--- config.mk ---
export PLATFORM = sky130hd
export DESIGN_NAME = eth_out_arb
export DESIGN_NICKNAME = d
export VERILOG_FILES = /design/src/rtl/eth_out_arb.sv
export SDC_FILE = /design/constraint.sdc
export NUM_CORES = 1
export LEC_CHECK = 0
export BUFFER_PORTS_ARGS = -buffer_cell sky130_fd_sc_hd__buf_2
export CAP_MARGIN = 30
export CELL_PAD_IN_SITES_DETAIL_PLACEMENT = 1
export CELL_PAD_IN_SITES_GLOBAL_PLACEMENT = 1
export CORE_ASPECT_RATIO = 0.7
export CORE_MARGIN = 5
export CORE_UTILIZATION = 31
export DETAILED_ROUTE_END_ITERATION = 8
export PLACE_DENSITY_LB_ADDON = 0.1
export RECOVER_POWER = 50
export SLEW_MARGIN = 15
export SYNTH_ARGS = -nofsm -noshare
export SYNTH_HDL_FRONTEND = slang
export SYNTH_SLANG_ARGS = --single-unit
--- constraint.sdc ---
create_clock -name clk -period 1.9 [get_ports clk]
set_clock_uncertainty 0.05 [all_clocks]
set_input_delay 0.19 -clock clk [delete_from_list [all_inputs] [get_ports clk]]
set_output_delay 0.19 -clock clk [all_outputs]
set_load 0.02 [all_outputs]
--- src/rtl/eth_out_arb.sv ---
// eth_out_arb: per-output-port packet arbiter for the 2x2 Ethernet switch.
// Shares one output port between two FWFT source FIFOs with packet-granular
// round-robin arbitration.
// Optional build macro: ETH_ARB_WDOG_EN enables a per-packet length watchdog
// that truncates packets at MAX_PKT_WORDS and flushes the remainder.
module eth_out_arb #(
    parameter int unsigned DATA_W        = 32,
    parameter int unsigned MAX_PKT_WORDS = 64
) (
    input  logic              clk,
    input  logic              rstn,
    input  logic              srcA_empty,
    input  logic [DATA_W-1:0] srcA_data,
    input  logic              srcA_sop,
    input  logic              srcA_eop,
    output logic              srcA_rd_en,
    input  logic              srcB_empty,
    input  logic [DATA_W-1:0] srcB_data,
    input  logic              srcB_sop,
    input  logic              srcB_eop,
    output logic              srcB_rd_en,
    input  logic              out_stall,
    output logic [DATA_W-1:0] outdata,
    output logic              outsop,
    output logic              outeop,
    output logic              outvalid,
    output logic              grant_a,
    output logic              grant_b,
    output logic              err_frame,
    output logic              err_len
);

    typedef enum logic [2:0] {
        IDLE    = 3'd0,
        GRANT_A = 3'd1,
        GRANT_B = 3'd2
`ifdef ETH_ARB_WDOG_EN
        ,
        FLUSH_A = 3'd3,
        FLUSH_B = 3'd4
`endif
    } state_t;

    localparam logic SRC_A = 1'b0;
    localparam logic SRC_B = 1'b1;

    // Reject a zero-length watchdog limit at elaboration.
    if (MAX_PKT_WORDS == 0) begin : g_bad_cfg
        $error("eth_out_arb: MAX_PKT_WORDS must be nonzero");
    end

    state_t              state, state_nxt;
    logic                rr_last, rr_nxt;
    logic                rd_a, rd_b;
    logic                cand_a, cand_b;
    logic [DATA_W-1:0]   outdata_nxt;
    logic                outsop_nxt, outeop_nxt, outvalid_nxt;
    logic                err_frame_nxt, err_len_nxt;

`ifdef ETH_ARB_WDOG_EN
    localparam int unsigned CNT_W = $clog2(MAX_PKT_WORDS + 1);
    logic [CNT_W-1:0] wcnt, wcnt_nxt, wcnt_inc;
    assign wcnt_inc = wcnt + CNT_W'(1);
`endif

    assign cand_a = !srcA_empty && srcA_sop;
    assign cand_b = !srcB_empty && srcB_sop;

    // Pops are suppressed while reset is held so no FIFO word is lost.
    assign srcA_rd_en = rd_a & rstn;
    assign srcB_rd_en = rd_b & rstn;

    // Next-state, pop and output-word decode.
    always_comb begin
        state_nxt     = state;
        rr_nxt        = rr_last;
        rd_a          = 1'b0;
        rd_b          = 1'b0;
        outvalid_nxt  = 1'b0;
        outdata_nxt   = outdata;
        outsop_nxt    = 1'b0;
        outeop_nxt    = 1'b0;
        err_frame_nxt = 1'b0;
        err_len_nxt   = 1'b0;
`ifdef ETH_ARB_WDOG_EN
        wcnt_nxt      = wcnt;
`endif
        case (state)
            IDLE: begin
                if (cand_a && (!cand_b || rr_last == SRC_B)) begin
                    state_nxt = GRANT_A;
                end else if (cand_b) begin
                    state_nxt = GRANT_B;
                end
`ifdef ETH_ARB_WDOG_EN
                wcnt_nxt = '0;
`endif
                // Orphan (non-sop) head words are dropped one per cycle.
                if (!srcA_empty && !srcA_sop) begin
                    rd_a          = 1'b1;
                    err_frame_nxt = 1'b1;
                end
                if (!srcB_empty && !srcB_sop) begin
                    rd_b          = 1'b1;
                    err_frame_nxt = 1'b1;
                end
            end
            GRANT_A: begin
                if (!srcA_empty && !out_stall) begin
                    rd_a         = 1'b1;
                    outvalid_nxt = 1'b1;
                    outdata_nxt  = srcA_data;
                    outsop_nxt   = srcA_sop;
                    outeop_nxt   = srcA_eop;
`ifdef ETH_ARB_WDOG_EN
                    wcnt_nxt     = wcnt_inc;
`endif
                    if (srcA_eop) begin
                        state_nxt = IDLE;
                        rr_nxt    = SRC_A;
                    end
`ifdef ETH_ARB_WDOG_EN
                    else if (wcnt_inc == CNT_W'(MAX_PKT_WORDS)) begin
                        outeop_nxt  = 1'b1;
                        err_len_nxt = 1'b1;
                        state_nxt   = FLUSH_A;
                    end
`endif
                end
            end
            GRANT_B: begin
                if (!srcB_empty && !out_stall) begin
                    rd_b         = 1'b1;
                    outvalid_nxt = 1'b1;
                    outdata_nxt  = srcB_data;
                    outsop_nxt   = srcB_sop;
                    outeop_nxt   = srcB_eop;
`ifdef ETH_ARB_WDOG_EN
                    wcnt_nxt     = wcnt_inc;
`endif
                    if (srcB_eop) begin
                        state_nxt = IDLE;
                        rr_nxt    = SRC_B;
                    end
`ifdef ETH_ARB_WDOG_EN
                    else if (wcnt_inc == CNT_W'(MAX_PKT_WORDS)) begin
                        outeop_nxt  = 1'b1;
                        err_len_nxt = 1'b1;
                        state_nxt   = FLUSH_B;
                    end
`endif
                end
            end
`ifdef ETH_ARB_WDOG_EN
            // Drain the truncated packet's tail without forwarding it.
            FLUSH_A: begin
                if (!srcA_empty) begin
                    rd_a = 1'b1;
                    if (srcA_eop) begin
                        state_nxt = IDLE;
                        rr_nxt    = SRC_A;
                    end
                end
            end
            FLUSH_B: begin
                if (!srcB_empty) begin
                    rd_b = 1'b1;
                    if (srcB_eop) begin
                        state_nxt = IDLE;
                        rr_nxt    = SRC_B;
                    end
                end
            end
`endif
            default: state_nxt = IDLE;
        endcase
    end

    // State, round-robin pointer and registered outputs.
    always_ff @(posedge clk or negedge rstn) begin
        if (!rstn) begin
            state     <= IDLE;
            rr_last   <= SRC_B;
            outdata   <= '0;
            outsop    <= 1'b0;
            outeop    <= 1'b0;
            outvalid  <= 1'b0;
            grant_a   <= 1'b0;
            grant_b   <= 1'b0;
            err_frame <= 1'b0;
            err_len   <= 1'b0;
`ifdef ETH_ARB_WDOG_EN
            wcnt      <= '0;
`endif
        end else begin
            state     <= state_nxt;
            rr_last   <= rr_nxt;
            outdata   <= outdata_nxt;
            outsop    <= outsop_nxt;
            outeop    <= outeop_nxt;
            outvalid  <= outvalid_nxt;
            grant_a   <= (state_nxt == GRANT_A);
            grant_b   <= (state_nxt == GRANT_B);
            err_frame <= err_frame_nxt;
            err_len   <= err_len_nxt;
`ifdef ETH_ARB_WDOG_EN
            wcnt      <= wcnt_nxt;
`endif
        end
    end

endmodule

==> impl_results.md <==
* Pwr Density at approximately 1100 nW/um^2
* Synth top area share at 0.4798
* Reg2Reg Setup Slack at -0.11 ns
* Largest buffer count on any clock path at 2
* Top sig layer: met4
* Clock power frac at 0.162
* Final Max Slew Viols at 0
* Synth warn at 0
* TritonCTS clock tree: done
* Final Cell Area at ~3000 um^2
* First-pass GRT wire length at between 9 and 10 mm
* Worst-path maximum fanout at 9
* Area occupied by multi-input gates at 1062 um^2
* Net Sw Frac at 0.3467
* Met1 Wirelength at about 2.7 mm
* Mean Syn Cell Area at approximately 15 um^2
* Kind of critical path: flop to flop
* Root Buffer: clkbuf_8
* Core area at slightly below 7000 um^2
* P_leak at approximately 1.5 nW
* Mapped Area at ~2100 um^2
* Initial Utilization at 0.3180
* Most common library cell in the layout ignoring fill and taps: buf_2
* Worst-Skew Late Latency at roughly 0.28 ns
* Critical Path Source: state[0]
* Placed cell areas at ~2800 um^2
* Total track usage at 0.1428
* # fillers at around 760
* Worst setup SP type: flop
* Max transition margin at 0.3825
* Wire length on met2 at between 2 and 3 mm
* Setup TNS at -2.481 ns
* Cells after synthesis at between 100 and 150
* Hold wc startpoint: srcA_sop
* Layout Utilization at 0.4551
* Vias at roughly 1600
* Port buffer count at approximately 110
* Synth unique cells at 27
* Total grt overflow at 0
* Fin crit share at 1.060
* Register area share after synthesis at 0.4921
* DIE AREA at about 8700 um^2
* R2r startpoint: state[0]
* Worst-path clk slew at about 0.070 ns
* Via density at 4.441
* Worst-margin pin slew at around 0.93 ns
* Cell taking the most area after synthesis: dfrtp_1
* Worst reg2reg path depth at 6
* CP Capture Point: outdata[4]
* Count of final setup violators at 26
* Critical path arrival at 2.13 ns
* DR WL met3 at 512 um
* Die H at a little under 80 um
* Seq pwr share at 0.419
* Routability Congestion at 0.8064
* Status: complete, but fails checks
* Routed WL at approximately 6.1 mm
* Vias in the first global route at between 1500 and 2000
* CP required at 2.02 ns
* Total internal power at roughly 2.1 mW
* Top area cells in the synthesized netlist: dfrtp_1 (48%), mux2_2 (28%), mux2_4 (7.0%)
* Reg-to-reg endpoint: outdata[4]
* FP Rows at 25
* Failing checks: negative setup slack
* Largest net degree at the start of global routing at 38
* Die W at between 100 and 150 um
* Inserted Diodes at 0
* Initial antenna violation count at 0
* RSZ-0062 raised after global routing: yes
* Most frequent cells in the layout: buf_2 (101), dfrtp_1 (40), mux2_2 (37)
* Max Cap Viol at 0
* Final Net Count at between 300 and 400
* Register area at approximately 1100 um^2
* Hpwl dp at around 4.5 mm
* H-tree Lvls at 2
* # IOs at between 100 and 150
* WL/cell at roughly 17 um
* Highest Clock Rate at about 500 MHz
* CTS sink count at 42
* Combinational power share at 0.419
* Final Hold Fails at 0
* Pre-Repair DR Iteration Count at 3
* Drt initial violations at 23
* CP Capture Type: flop
* Share of cells above drive strength 1 at 0.7106
* Synth Register Bits at 42
* Area growth syn-to-layout at 43.12%
* Final min period at ~2.0 ns
* DRC at 0
* Final ANT Viol Nets at 0
* Num CTS Buffers at 5
* Peak supply drop at around 0.00044 V
* Net Sw Power at 1.115 mW
* Worst min path class: input pin to flop
* Worst setup margin at -0.1133 ns
* Pwr Total at about 3.2 mW
[how the worst min path moves through the flow]
stage	end	depth (start not counted)
2_1_floorplan	err_frame	0
3_3_place_gp	err_frame	1
3_5_place_dp	err_frame	1
4_1_cts	err_frame	3
5_1_grt	err_frame	3
6_report	err_frame	3
[sequential cells by signal, indices dropped and copies added (netlist names)]
signal     flops
outdata       32
state          3
err_frame      1
grant_a        1
grant_b        1
outeop         1
outsop         1
outvalid       1
rr_last        1
[kinds of logic (layout without fill, tap and decap cells)]
logic type | after synthesis | count (layout) | synth area share
AOI/OAI and AO/OA | 10 | 10 | 0.04565
buffers and inverters | 10 | 136 | 0.05090
DFF | 42 | 42 | 0.4921
muxes | 64 | 64 | 0.3546
other | 1 | 2 | 0.001754
and+or+nand+nor | 19 | 19 | 0.05501
[final cells by class]
cell class | instances | share of cell area
clock buffers | 7 | 0.02494
well taps | 94 | 0.03843
flip-flops and latches | 42 | 0.3442
multi-input cells | 95 | 0.3471
inverters | 1 | 0.001226
repair buffers | 128 | 0.2441
[worst max-delay path, stage by stage, from the launching register on]
cell	delay, ns
dfrtp_1	0.43
buf_6	0.13
or3b_4	0.37
a211oi_4	0.28
buf_6	0.17
buf_12	0.14
mux2_2	0.33
[repair_timing]
item	in CTS	in global routing
gates resized for setup	28	2
buffers inserted	4	1
pin swaps	3	4
hold endpoints to repair	5	0
cloned	1	1
endpoints found under the setup margin	23	34
hold buffers	2	0
[cell usage after synthesis]
master / n
nor2_1: 3
buf_8: 2
dfstp_2: 1
or3b_1: 3
nor3_1: 1
buf_6: 6
buf_4: 1
mux2_2: 54
mux2_4: 10
and3b_1: 1
nor3b_1: 3
nand2_1: 2
conb_1: 1
a211oi_4: 1
o22a_1: 1
or3_2: 1
nand4_1: 1
nand3_1: 2
nand2b_1: 1
or3_1: 1
inv_1: 1
o22ai_1: 1
o211a_1: 2
dfrtp_1: 41
a21boi_0: 1
a22o_1: 1
o32ai_1: 3
[power by group through the flow]
| stage | Sequential (mW) | Clock (mW) | Combinational, mW |
|---|---|---|---|
| after floorplan | 1.70 | 0 | 0.421 |
| after global placement | 1.34 | 0 | 1.25 |
| after detailed placement | 1.35 | 0 | 1.27 |
| after CTS | 1.35 | 0.550 | 1.38 |
| after global routing | 1.39 | 0.598 | 1.44 |
| final | 1.35 | 0.521 | 1.35 |
[per-layer routing]
layer | GRT usage | vias to the layer above
met5 | 0 | -
met4 | 0.02615 | 0
met3 | 0.05335 | 2
met2 | 0.2249 | 57
met1 | 0.1894 | 790
li1 | - | 781
[through the flow]
| stage | setup WS (ns) | cells | hold WS, ns |
|---|---|---|---|
| floorplan | -0.02413 | 147 | -0.1556 |
| global placement | 0.002918 | 352 | -0.01558 |
| detailed placement | -0.01120 | 352 | -0.01518 |
| CTS | -0.1140 | 366 | 0.1490 |
| global route | -0.1917 | 367 | 0.1436 |
| finish | -0.1133 | 367 | 0.1590 |
Power figures use the tool's default switching activity.
